[config.mk]
export PLATFORM = sky130hd
export DESIGN_NAME = ypbpr_to_rgb
export DESIGN_NICKNAME = d
export VERILOG_FILES = /design/src/rtl/vid_color_pkg.sv /design/src/rtl/vid_delay_line.sv /design/src/rtl/ypbpr_to_rgb.sv
export SDC_FILE = /design/constraint.sdc
export NUM_CORES = 1
export LEC_CHECK = 0
export CORE_UTILIZATION = 35
export CTS_BUF_LIST = sky130_fd_sc_hd__clkbuf_4 sky130_fd_sc_hd__clkbuf_8
export CTS_CLUSTER_SIZE = 20
export DETAILED_ROUTE_END_ITERATION = 6
export PLACE_DENSITY = 0.58
export SETUP_SLACK_MARGIN = 0.1
export SYNTH_ARGS = -nofsm -noshare
export SYNTH_HDL_FRONTEND = slang
export SYNTH_SLANG_ARGS = --single-unit
[constraint.sdc]
create_clock -name clk -period 4.9 [get_ports clk]
set_input_delay 0.98 -clock clk [delete_from_list [all_inputs] [get_ports clk]]
set_output_delay 0.98 -clock clk [all_outputs]
set_load 0.05 [all_outputs]
[src/rtl/vid_color_pkg.sv]
// Shared colour-space constants and pixel packing for the YPbPr encoder/decoder pair.
// The coefficients are fixed-point values with FRAC fraction bits.
package vid_color_pkg;

  localparam int unsigned FRAC       = 8;
  localparam int unsigned CHROMA_OFS = 128;

  // Accumulator: signed 19 bits. The largest sum is 65280+58112+128, so it cannot overflow.
  typedef logic signed [18:0] acc_t;
  typedef logic signed [8:0]  chroma_t;

  localparam acc_t YPB_KR  = 19'sd359;
  localparam acc_t YPB_KGB = 19'sd88;
  localparam acc_t YPB_KGR = 19'sd183;
  localparam acc_t YPB_KB  = 19'sd454;

  localparam int unsigned PIX_FW     = 8;
  localparam int unsigned PIX_HI_LSB = 16;
  localparam int unsigned PIX_MD_LSB = 8;
  localparam int unsigned PIX_LO_LSB = 0;

  typedef struct packed {
    logic [PIX_FW-1:0] pr;
    logic [PIX_FW-1:0] y;
    logic [PIX_FW-1:0] pb;
  } ypbpr_t;

  typedef struct packed {
    logic [PIX_FW-1:0] r;
    logic [PIX_FW-1:0] g;
    logic [PIX_FW-1:0] b;
  } rgb_t;

  typedef enum logic {
    MODE_BYPASS = 1'b0,
    MODE_DECODE = 1'b1
  } mode_e;

  // The value must already be scaled down by FRAC. This saturates it to the 0..255 range.
  function automatic logic [7:0] clamp_u8(input acc_t v);
    if (v[18])              return 8'd0;
    else if (v > 19'sd255)  return 8'd255;
    else                    return v[7:0];
  endfunction

endpackage

[src/rtl/vid_delay_line.sv]
// Fixed-depth register delay line with an asynchronous active-low clear.
module vid_delay_line #(
  parameter int unsigned WIDTH = 1,
  parameter int unsigned DEPTH = 1
) (
  input  logic             clk,
  input  logic             reset_n,
  input  logic [WIDTH-1:0] i_d,
  output logic [WIDTH-1:0] o_q
);

  logic [DEPTH-1:0][WIDTH-1:0] r_pipe;

  always_ff @(posedge clk or negedge reset_n) begin
    if (!reset_n) begin
      r_pipe <= '0;
    end else begin
      r_pipe[0] <= i_d;
      for (int i = 1; i < int'(DEPTH); i++) r_pipe[i] <= r_pipe[i-1];
    end
  end

  assign o_q = r_pipe[DEPTH-1];

endmodule

[src/rtl/ypbpr_to_rgb.sv]
// Converts 8-bit YPbPr (Pb/Pr offset 128) to 8-bit RGB through a fixed 3-stage pipeline.
// Bypass mode is supported. The mode is switched only at a vsync boundary, so no frame is torn.
module ypbpr_to_rgb #(
  parameter int unsigned LATENCY = 3,
  parameter int unsigned FRAC    = 8,
  parameter logic        VS_POL  = 1'b1
) (
  input  logic        clk,
  input  logic        reset_n,
  input  logic        ypbpr_en,
  input  logic        hsync_i,
  input  logic        vsync_i,
  input  logic        csync_i,
  input  logic        de_i,
  input  logic [23:0] din,
  output logic [23:0] dout,
  output logic        hsync_o,
  output logic        vsync_o,
  output logic        csync_o,
  output logic        de_o,
  output logic        mode_o
);
  import vid_color_pkg::*;

  localparam acc_t RND = acc_t'(1) <<< (FRAC - 1);

  // Frame-boundary mode FSM
  logic  r_vs_prev;
  mode_e r_mode_q;
  logic  w_vs_edge;
  mode_e w_mode_nxt;

  assign w_vs_edge  = (vsync_i == VS_POL) && (r_vs_prev != VS_POL);
  // The pixel sampled on the boundary cycle already carries the newly sampled mode.
  assign w_mode_nxt = w_vs_edge ? mode_e'(ypbpr_en) : r_mode_q;

  always_ff @(posedge clk or negedge reset_n) begin
    if (!reset_n) begin
      r_vs_prev <= 1'b0;
      r_mode_q  <= MODE_BYPASS;
    end else begin
      r_vs_prev <= vsync_i;
      case (r_mode_q)
        MODE_BYPASS: if (w_vs_edge && ypbpr_en)  r_mode_q <= MODE_DECODE;
        MODE_DECODE: if (w_vs_edge && !ypbpr_en) r_mode_q <= MODE_BYPASS;
        default:     r_mode_q <= MODE_BYPASS;
      endcase
    end
  end

  // Stage 1: chroma offset removal and partial products
  ypbpr_t  w_in;
  chroma_t w_cb, w_cr;
  acc_t    w_y256;

  assign w_in   = din;
  assign w_cb   = chroma_t'({1'b0, w_in.pb}) - chroma_t'(CHROMA_OFS);
  assign w_cr   = chroma_t'({1'b0, w_in.pr}) - chroma_t'(CHROMA_OFS);
  assign w_y256 = acc_t'({11'd0, w_in.y}) <<< FRAC;

  acc_t  r_y256, r_p_r, r_p_gb, r_p_gr, r_p_b;
  acc_t  r_sum_r, r_sum_g, r_sum_b;
  mode_e r_mode1, r_mode2;

  always_ff @(posedge clk or negedge reset_n) begin
    if (!reset_n) begin
      r_y256  <= '0;
      r_p_r   <= '0;
      r_p_gb  <= '0;
      r_p_gr  <= '0;
      r_p_b   <= '0;
      r_mode1 <= MODE_BYPASS;
    end else begin
      r_y256  <= w_y256;
      r_p_r   <= acc_t'(w_cr) * YPB_KR;
      r_p_gb  <= acc_t'(w_cb) * YPB_KGB;
      r_p_gr  <= acc_t'(w_cr) * YPB_KGR;
      r_p_b   <= acc_t'(w_cb) * YPB_KB;
      r_mode1 <= w_mode_nxt;
    end
  end

  // Stage 2: sum the products and the rounding constant
  always_ff @(posedge clk or negedge reset_n) begin
    if (!reset_n) begin
      r_sum_r <= '0;
      r_sum_g <= '0;
      r_sum_b <= '0;
      r_mode2 <= MODE_BYPASS;
    end else begin
      r_sum_r <= r_y256 + r_p_r + RND;
      r_sum_g <= r_y256 - r_p_gb - r_p_gr + RND;
      r_sum_b <= r_y256 + r_p_b + RND;
      r_mode2 <= r_mode1;
    end
  end

  // Stage 3: scale down, clamp, then select decoded or bypassed pixel
  logic [23:0] w_din_d2;
  rgb_t        w_rgb;

  vid_delay_line #(.WIDTH(24), .DEPTH(LATENCY - 1)) u_din_dly (
    .clk     (clk),
    .reset_n (reset_n),
    .i_d     (din),
    .o_q     (w_din_d2)
  );

  assign w_rgb.r = clamp_u8(r_sum_r >>> FRAC);
  assign w_rgb.g = clamp_u8(r_sum_g >>> FRAC);
  assign w_rgb.b = clamp_u8(r_sum_b >>> FRAC);

  always_ff @(posedge clk or negedge reset_n) begin
    if (!reset_n) begin
      dout   <= '0;
      mode_o <= 1'b0;
    end else begin
      dout   <= (r_mode2 == MODE_DECODE) ? w_rgb : w_din_d2;
      mode_o <= r_mode2;
    end
  end

  // Syncs travel separately. de does not gate the pixel data.
  vid_delay_line #(.WIDTH(4), .DEPTH(LATENCY)) u_sync_dly (
    .clk     (clk),
    .reset_n (reset_n),
    .i_d     ({hsync_i, vsync_i, csync_i, de_i}),
    .o_q     ({hsync_o, vsync_o, csync_o, de_o})
  );

endmodule

==> results of run 1 <==
## what timing repair did
action | in CTS | in global routing
endpoints found under the hold margin | 0 | 0
gates cloned | 0 | 0
pin swaps | 3 | 2
setup endpoints to repair | 8 | 7
resized for setup | 9 | 9
buffers inserted | 1 | 1
## final cells by class
cell class | count | share of cell area (%)
well taps | 435 | 3.928
flip-flops and latches | 174 | 31.42
clock buffers | 18 | 1.788
multi-input cells | 658 | 46.35
repair buffers | 165 | 10.04
clock inverters | 14 | 1.156
inverters | 195 | 5.318
## worst paths after layout
kind,from,end,depth (start not counted)
max in group asynchronous,reset_n,u_din_dly.o_q[18]$_DFF_PN0_,2
min reg2reg,u_sync_dly.r_pipe[7]$_DFF_PN0_,u_sync_dly.o_q[3]$_DFF_PN0_,0
max reg2reg,u_din_dly.r_pipe[9]$_DFF_PN0_,r_sum_g[15]$_DFF_PN0_,8
min in group asynchronous,reset_n,dout[4]$_DFF_PN0_,1
min,u_sync_dly.r_pipe[7]$_DFF_PN0_,u_sync_dly.o_q[3]$_DFF_PN0_,0
max,din[22],r_p_gr[15]$_DFF_PN0_,16
## synthesized netlist by cell type (2+ instances only)
cell,instances
a21oi_1,43
a31oi_1,6
and3_1,4
fa_1,71
inv_1,194
xnor2_1,51
xor2_1,27
nand3_1,11
or3_1,2
nor3_1,6
mux2i_1,5
nand2_1,20
a311o_1,2
o31a_1,3
dfrtp_1,174
a21o_1,18
a211oi_1,3
o21ai_1,5
o21bai_1,7
o21a_1,9
nor2b_1,3
buf_2,3
nand2b_1,8
a21boi_0,4
nor2_1,84
or2_2,8
and2_1,3
o31ai_1,7
ha_1,178
a22oi_1,2
clkbuf_1,9
o211ai_1,4
nand4_1,4
mux2_2,27
o311ai_0,2
o21ai_0,17
## cells by family after synthesis
family | after synthesis | share of synthesized area, %
compound gates | 143 | 8.342
simple gates | 156 | 6.063
buf+inv | 207 | 6.805
fa+ha+maj | 249 | 31.80
flops | 174 | 37.95
xor+xnor | 78 | 5.954
mux | 32 | 3.086
## placed cells by master (no fill, tap or decap), drive strengths merged, types with 6 or more instances in the layout
cell           instances
nor3                   6
nand2b                 8
mux2                  27
xor2                  27
o31ai                  7
xnor2                 51
o21bai                 7
ha                   178
clkdlybuf4s50         49
o21ai                 22
buf                  107
clkbuf                19
dfrtp                174
o21a                   9
or2                    9
nor2                  84
nand3                 11
fa                    71
inv                  202
a21o                  18
nand2                 20
a31oi                  7
a21oi                 43
## registers in the layout, summed over array words and instances (netlist names), 12 cells and up, named ones only
name / flops
r_p_b: 14
u_din_dly.o_q: 24
dout: 24
r_p_gr: 17
u_din_dly.r_pipe: 24
r_p_r: 12
## power by group
group          switching (mW)  internal [mW]
Clock                   0.567          0.444
Combinational            2.29           1.96
Sequential              0.174           1.90
Total                    3.03           4.30
## worst max-delay path: cells and delay by family
| family | cells | cell delay [ns] |
|---|---|---|
| buffers and inverters | 4 | 0.59 |
| adders and majority gates | 5 | 2.26 |
| AOI/OAI and AO/OA | 6 | 1.11 |
| and+or+nand+nor | 1 | 0.05 |
## per-layer routing
| metal | vias to the layer above | GRT usage [%] | share of wire (%) |
|---|---|---|---|
| met5 | - | 0 | 0 |
| met4 | 0 | 3.633 | 1.0 |
| met3 | 13 | 2.442 | 3.6 |
| met2 | 97 | 24.29 | 46 |
| met1 | 3537 | 20.67 | 49 |
| li1 | 3716 | - | - |
## metrics by stage
step	utilization, %	TNS [ns]	cells
final	43.47	0	1659
after global routing	43.47	0	1659
after CTS	43.36	0	1658
after detailed placement	42.05	-6.519	1625
after global placement	42.05	-5.559	1625
after floorplan	-	0	1039
==> results.cfg, run 1 <==
[logic_synthesis]
synth_area_leaders = dfrtp_1, ha_1, fa_1
synthDistinctLibCells = 51
synth-seq-cells = 174
yosysSeqAreaShare_pct = 37.95
syn_area_mm2 = 0.01147
yosysWarnings = 0
synth_top_area_cell = dfrtp_1
synth_edf_count = 0
async_flop_share_pct = 100.0
syn_nets = 1319
synthCells = 1039
synthFlopType = dfrtp_1
avgSynthCellArea_um2 = 11.04
synth_top_area_share_pct = 37.95

[setup_path]
cp-start-kind = input pin
endpoint_kind = register
crit_top_cell = fa_1
crit_path_cell_trace = dlygate4sd2_1 > buf_4 > fa_1 > fa_1 > inv_1 > fa_1 > fa_1 > inv_1 > ha_1 > a21o_1 > a21oi_1 > o31ai_1 > a31o_2 > a21oi_2 > nor2_1 > o31a_1
worst-r2r-setup-slack_ns = 1.99
crit_slowest_cell = fa_1
critPathKind = in -> reg
cp.required_ns = 5.24
crit_arrival_ns = 5.00
cp_slowest_stage_delay_ns = 0.55
timing.critical_path.fanout_max = 5

[place]
gp_congestion = 0.8385
place_area_mm2 = 0.01341
place_ws_ns = -0.5160
portBuffers = 59
place_hpwl_um = 18850

[clocking]
clockBufferDepth = 2
cts_sinks = 174
cts_tree = yes
htreeDepth = 4
insertion_delay_ns = 0.46
cts_inserted_buffers = 17
cts_hold_buf = 0
clk_pin_slew_ns = 0.10
cts_root_buf = clkbuf_8

[timing]
max_freq_ghz = 0.2145
timing.final.crit_share_pct = 95.14
finalWorstSetupSlack_ns = 0.2381
slew_headroom_pct = 28.97
post-route-min-period_ns = 4.662
worstMarginPinSlew_ns = 1.065
rsz0062_at_grt = yes
skew_ns = 0.01590
hold_violations = 0
hold-worst-slack_ns = 0.3496
slew_violations = 0
setup_viol = 0

[pwr]
p_leak_nw = 7.011
peakVddDrop_mv = 0.2244
total_power_mw = 7.337
power_density_mw_per_mm2 = 529.5

[final_layout]
multi_input_area_mm2 = 0.006422
fin_area_mm2 = 0.01386
area_delta_synth_final_pct = 20.77
ff_latch_area_mm2 = 0.004354
fillCellCount = 3073
num_antenna_cells = 0
drive_above_1_share_pct = 15.60
nNetsFinal = 1491

[global_routing]
grt_first_pass_wirelength_um = 39110
grt_remaining_overflow = 0
grt_max_degree = 93
antenna_found_initial = 1
track_usage_pct = 14.91
grt_pass1_vias = 7724

[floorplan]
die_h_um = 183.1
io_pins = 60
die-area_mm2 = 0.03351
coreArea_mm2 = 0.03188
floorplan.initialDensity_pct = 35.99
fp.dieW_um = 183.1
fp-row-count = 65

[job]
max-cap-violations = 0

[routing]
wl_per_cell_um = 13.71
ant_nets = 0
firstDrtPassIters = 4
num_vias = 7363
drt-initial-drc-count = 358
drt-vias-per-instance = 4.438
drc = 0
wirelength_um = 22750

[status]
status = completed

[hold_path]
hold_path.class = reg -> reg
Note: power is estimated with default switching activity, not from simulation.
==> run 2: changes to the inputs <==
Settings changed: RECOVER_POWER set to 25.
==> run 2 against run 1 <==
  * The flow now finishes with violations (max-capacitance violations, max-slew violations)
  * Power about the same
  * Non-clock buffer count unchanged
  * Sequential share of layout area increased by 0.080 points
  * Combinational power about the same
  * First-iteration DRC count decreased by 1.7%
  * Sequential power about the same
  * Clock skew decreased by 0.00090 ns
==> results.cfg, run 2 (synthesis results as in run 1) <==
[pwr]
peakVddDrop_mv = 0.2242
power_density_mw_per_mm2 = 530.4
p_leak_nw = 6.980

[global_routing]
track_usage_pct = 14.91
grt_max_degree = 93
grt_first_pass_wirelength_um = 39110
grt_pass1_vias = 7724
grt_remaining_overflow = 0
antenna_found_initial = 2

[setup_path]
rr_startpoint = u_din_dly.r_pipe[9]$_DFF_PN0_
timing.critical_path.fanout_max = 4
endpoint = r_p_r[18]$_DFF_PN0_
crit_arrival_ns = 5.01
startpoint = din[17]
timing.rr.end = r_sum_g[15]$_DFF_PN0_
rr_worst_depth = 8
cp.required_ns = 5.24
worst-r2r-setup-slack_ns = 1.99
crit_path_cell_trace = dlygate4sd2_1 > clkbuf_1 > ha_1 > ha_1 > fa_1 > fa_1 > inv_1 > fa_1 > inv_1 > ha_1 > o21a_1 > o31a_1 > a311o_1 > a31oi_4 > mux2i_1 > nor2_1
cp-start-kind = input pin
critPathKind = in -> reg
endpoint_kind = register
crit_slowest_cell = fa_1
cp_slowest_stage_delay_ns = 0.54

[clocking]
cts_root_buf = clkbuf_8
cts_tree = yes
cts_hold_buf = 0
htreeDepth = 4
cts_sinks = 174
insertion_delay_ns = 0.46
clk_pin_slew_ns = 0.10
clockBufferDepth = 2
cts_inserted_buffers = 17

[timing]
max_freq_ghz = 0.2143
post-route-min-period_ns = 4.667
skew_ns = 0.01501
rsz0062_at_grt = yes
slew_violations = 83
setup_viol = 0
fin_setup_tns_ns = 0
worstMarginPinSlew_ns = 2.049
timing.final.crit_share_pct = 95.25
slew_headroom_pct = -36.60
hold_violations = 0

[floorplan]
die-area_mm2 = 0.03351
die_h_um = 183.1
coreArea_mm2 = 0.03188
floorplan.initialDensity_pct = 35.99
fp.dieW_um = 183.1
fp-row-count = 65
io_pins = 60

[place]
dp.cells = 1625
place_hpwl_um = 18850
gp_congestion = 0.8385
portBuffers = 59

[final_layout]
multi_input_area_mm2 = 0.006422
final_cells = 1659
utilization_pct = 43.36
ff_latch_area_mm2 = 0.004354
layout_common_cells = inv_1, ha_1, dfrtp_1, buf_4, nor2_1
final_common_cell = inv_1
fillCellCount = 3077
num_antenna_cells = 0
nNetsFinal = 1491
area_delta_synth_final_pct = 20.47
drive_above_1_share_pct = 15.11

[routing]
drt-initial-drc-count = 352
num_vias = 7378
wl_per_cell_um = 13.71
wirelength_um = 22750
drc = 0
drt-vias-per-instance = 4.447
firstDrtPassIters = 5
ant_nets = 0

[job]
max-cap-violations = 1

[status]
status = finished with violations
violations = max-capacitance violations, max-slew violations

[hold_path]
hold_path.class = reg -> reg
-- run 2: through the flow --
| stage | hold WS (ns) | power (mW) | area [µm²] | worst slack (ns) |
|---|---|---|---|---|
| detailed placement | 0.3362 | 6.361 | 13410 | -0.5160 |
| finish | 0.3494 | 7.331 | 13820 | 0.2330 |
| global route | 0.3532 | 8.042 | 13820 | 0.05439 |
| floorplan | 0.3312 | 5.104 | 11530 | 0.1140 |
| CTS | 0.3508 | 7.420 | 13820 | 0.1626 |
| global placement | 0.3324 | 6.309 | 13410 | -0.4162 |
-- run 2: layout make-up --
cell class	count	share of cell area, %
multi-input combinational	658	46.47
sequential	174	31.50
timing repair buffer	165	9.813
inverter	195	5.332
tap	435	3.938
clock buffer	18	1.792
clock inverter	14	1.159
-- run 2: what timing repair did --
| item | in CTS | in global routing |
|---|---|---|
| gates resized for setup | 9 | 9 |
| buffers inserted | 1 | 1 |
| cloned | 0 | 0 |
| setup endpoints to repair | 8 | 7 |
| hold endpoints to repair | 0 | 0 |
| pin swaps | 3 | 2 |
-- run 2: worst min-delay path by stage --
stage / start / to / slack [ns] / depth (start not counted)
after global routing: u_din_dly.r_pipe[17]$_DFF_PN0_ / u_din_dly.o_q[17]$_DFF_PN0_ / 0.35 / 0
after detailed placement: u_din_dly.r_pipe[3]$_DFF_PN0_ / u_din_dly.o_q[3]$_DFF_PN0_ / 0.34 / 0
final: u_sync_dly.r_pipe[7]$_DFF_PN0_ / u_sync_dly.o_q[3]$_DFF_PN0_ / 0.35 / 0
after floorplan: u_din_dly.r_pipe[17]$_DFF_PN0_ / u_din_dly.o_q[17]$_DFF_PN0_ / 0.33 / 0
after CTS: u_sync_dly.r_pipe[7]$_DFF_PN0_ / u_sync_dly.o_q[3]$_DFF_PN0_ / 0.35 / 0
after global placement: u_sync_dly.r_pipe[7]$_DFF_PN0_ / u_sync_dly.o_q[3]$_DFF_PN0_ / 0.33 / 0
-- run 2: metal layers --
layer,global-route usage (%),wire [µm],share of wire (%),up-vias
met5,0,17,0.075,-
met4,3.633,209,0.92,2
met3,2.442,813,3.6,15
met2,24.29,10510,46,96
met1,20.67,11190,49,3547
li1,-,-,-,3718
-- run 2: power by group --
| group | total, mW | switching, mW | internal (mW) | leakage (nW) |
|---|---|---|---|---|
| Clock | 1.01 | 0.567 | 0.444 | 0.211 |
| Sequential | 2.08 | 0.174 | 1.90 | 2.03 |
| Combinational | 4.24 | 2.29 | 1.95 | 4.74 |
| Total | 7.33 | 3.03 | 4.30 | 6.98 |
-- run 2: worst max-delay path: cells and delay by family --
kind | cells | cell delay (ns)
buffers and inverters | 4 | 0.56
AND/OR/NAND/NOR | 1 | 0.06
adder cells (fa/ha/maj) | 6 | 2.41
AO/OA/AOI/OAI | 4 | 0.77
multiplexers | 1 | 0.22
==> run 3: changes to the inputs <==
Settings changed: CAP_MARGIN set to 20.
==> results of run 3 <==
The final DEF is identical to that of run 2; final timing and power are the same.
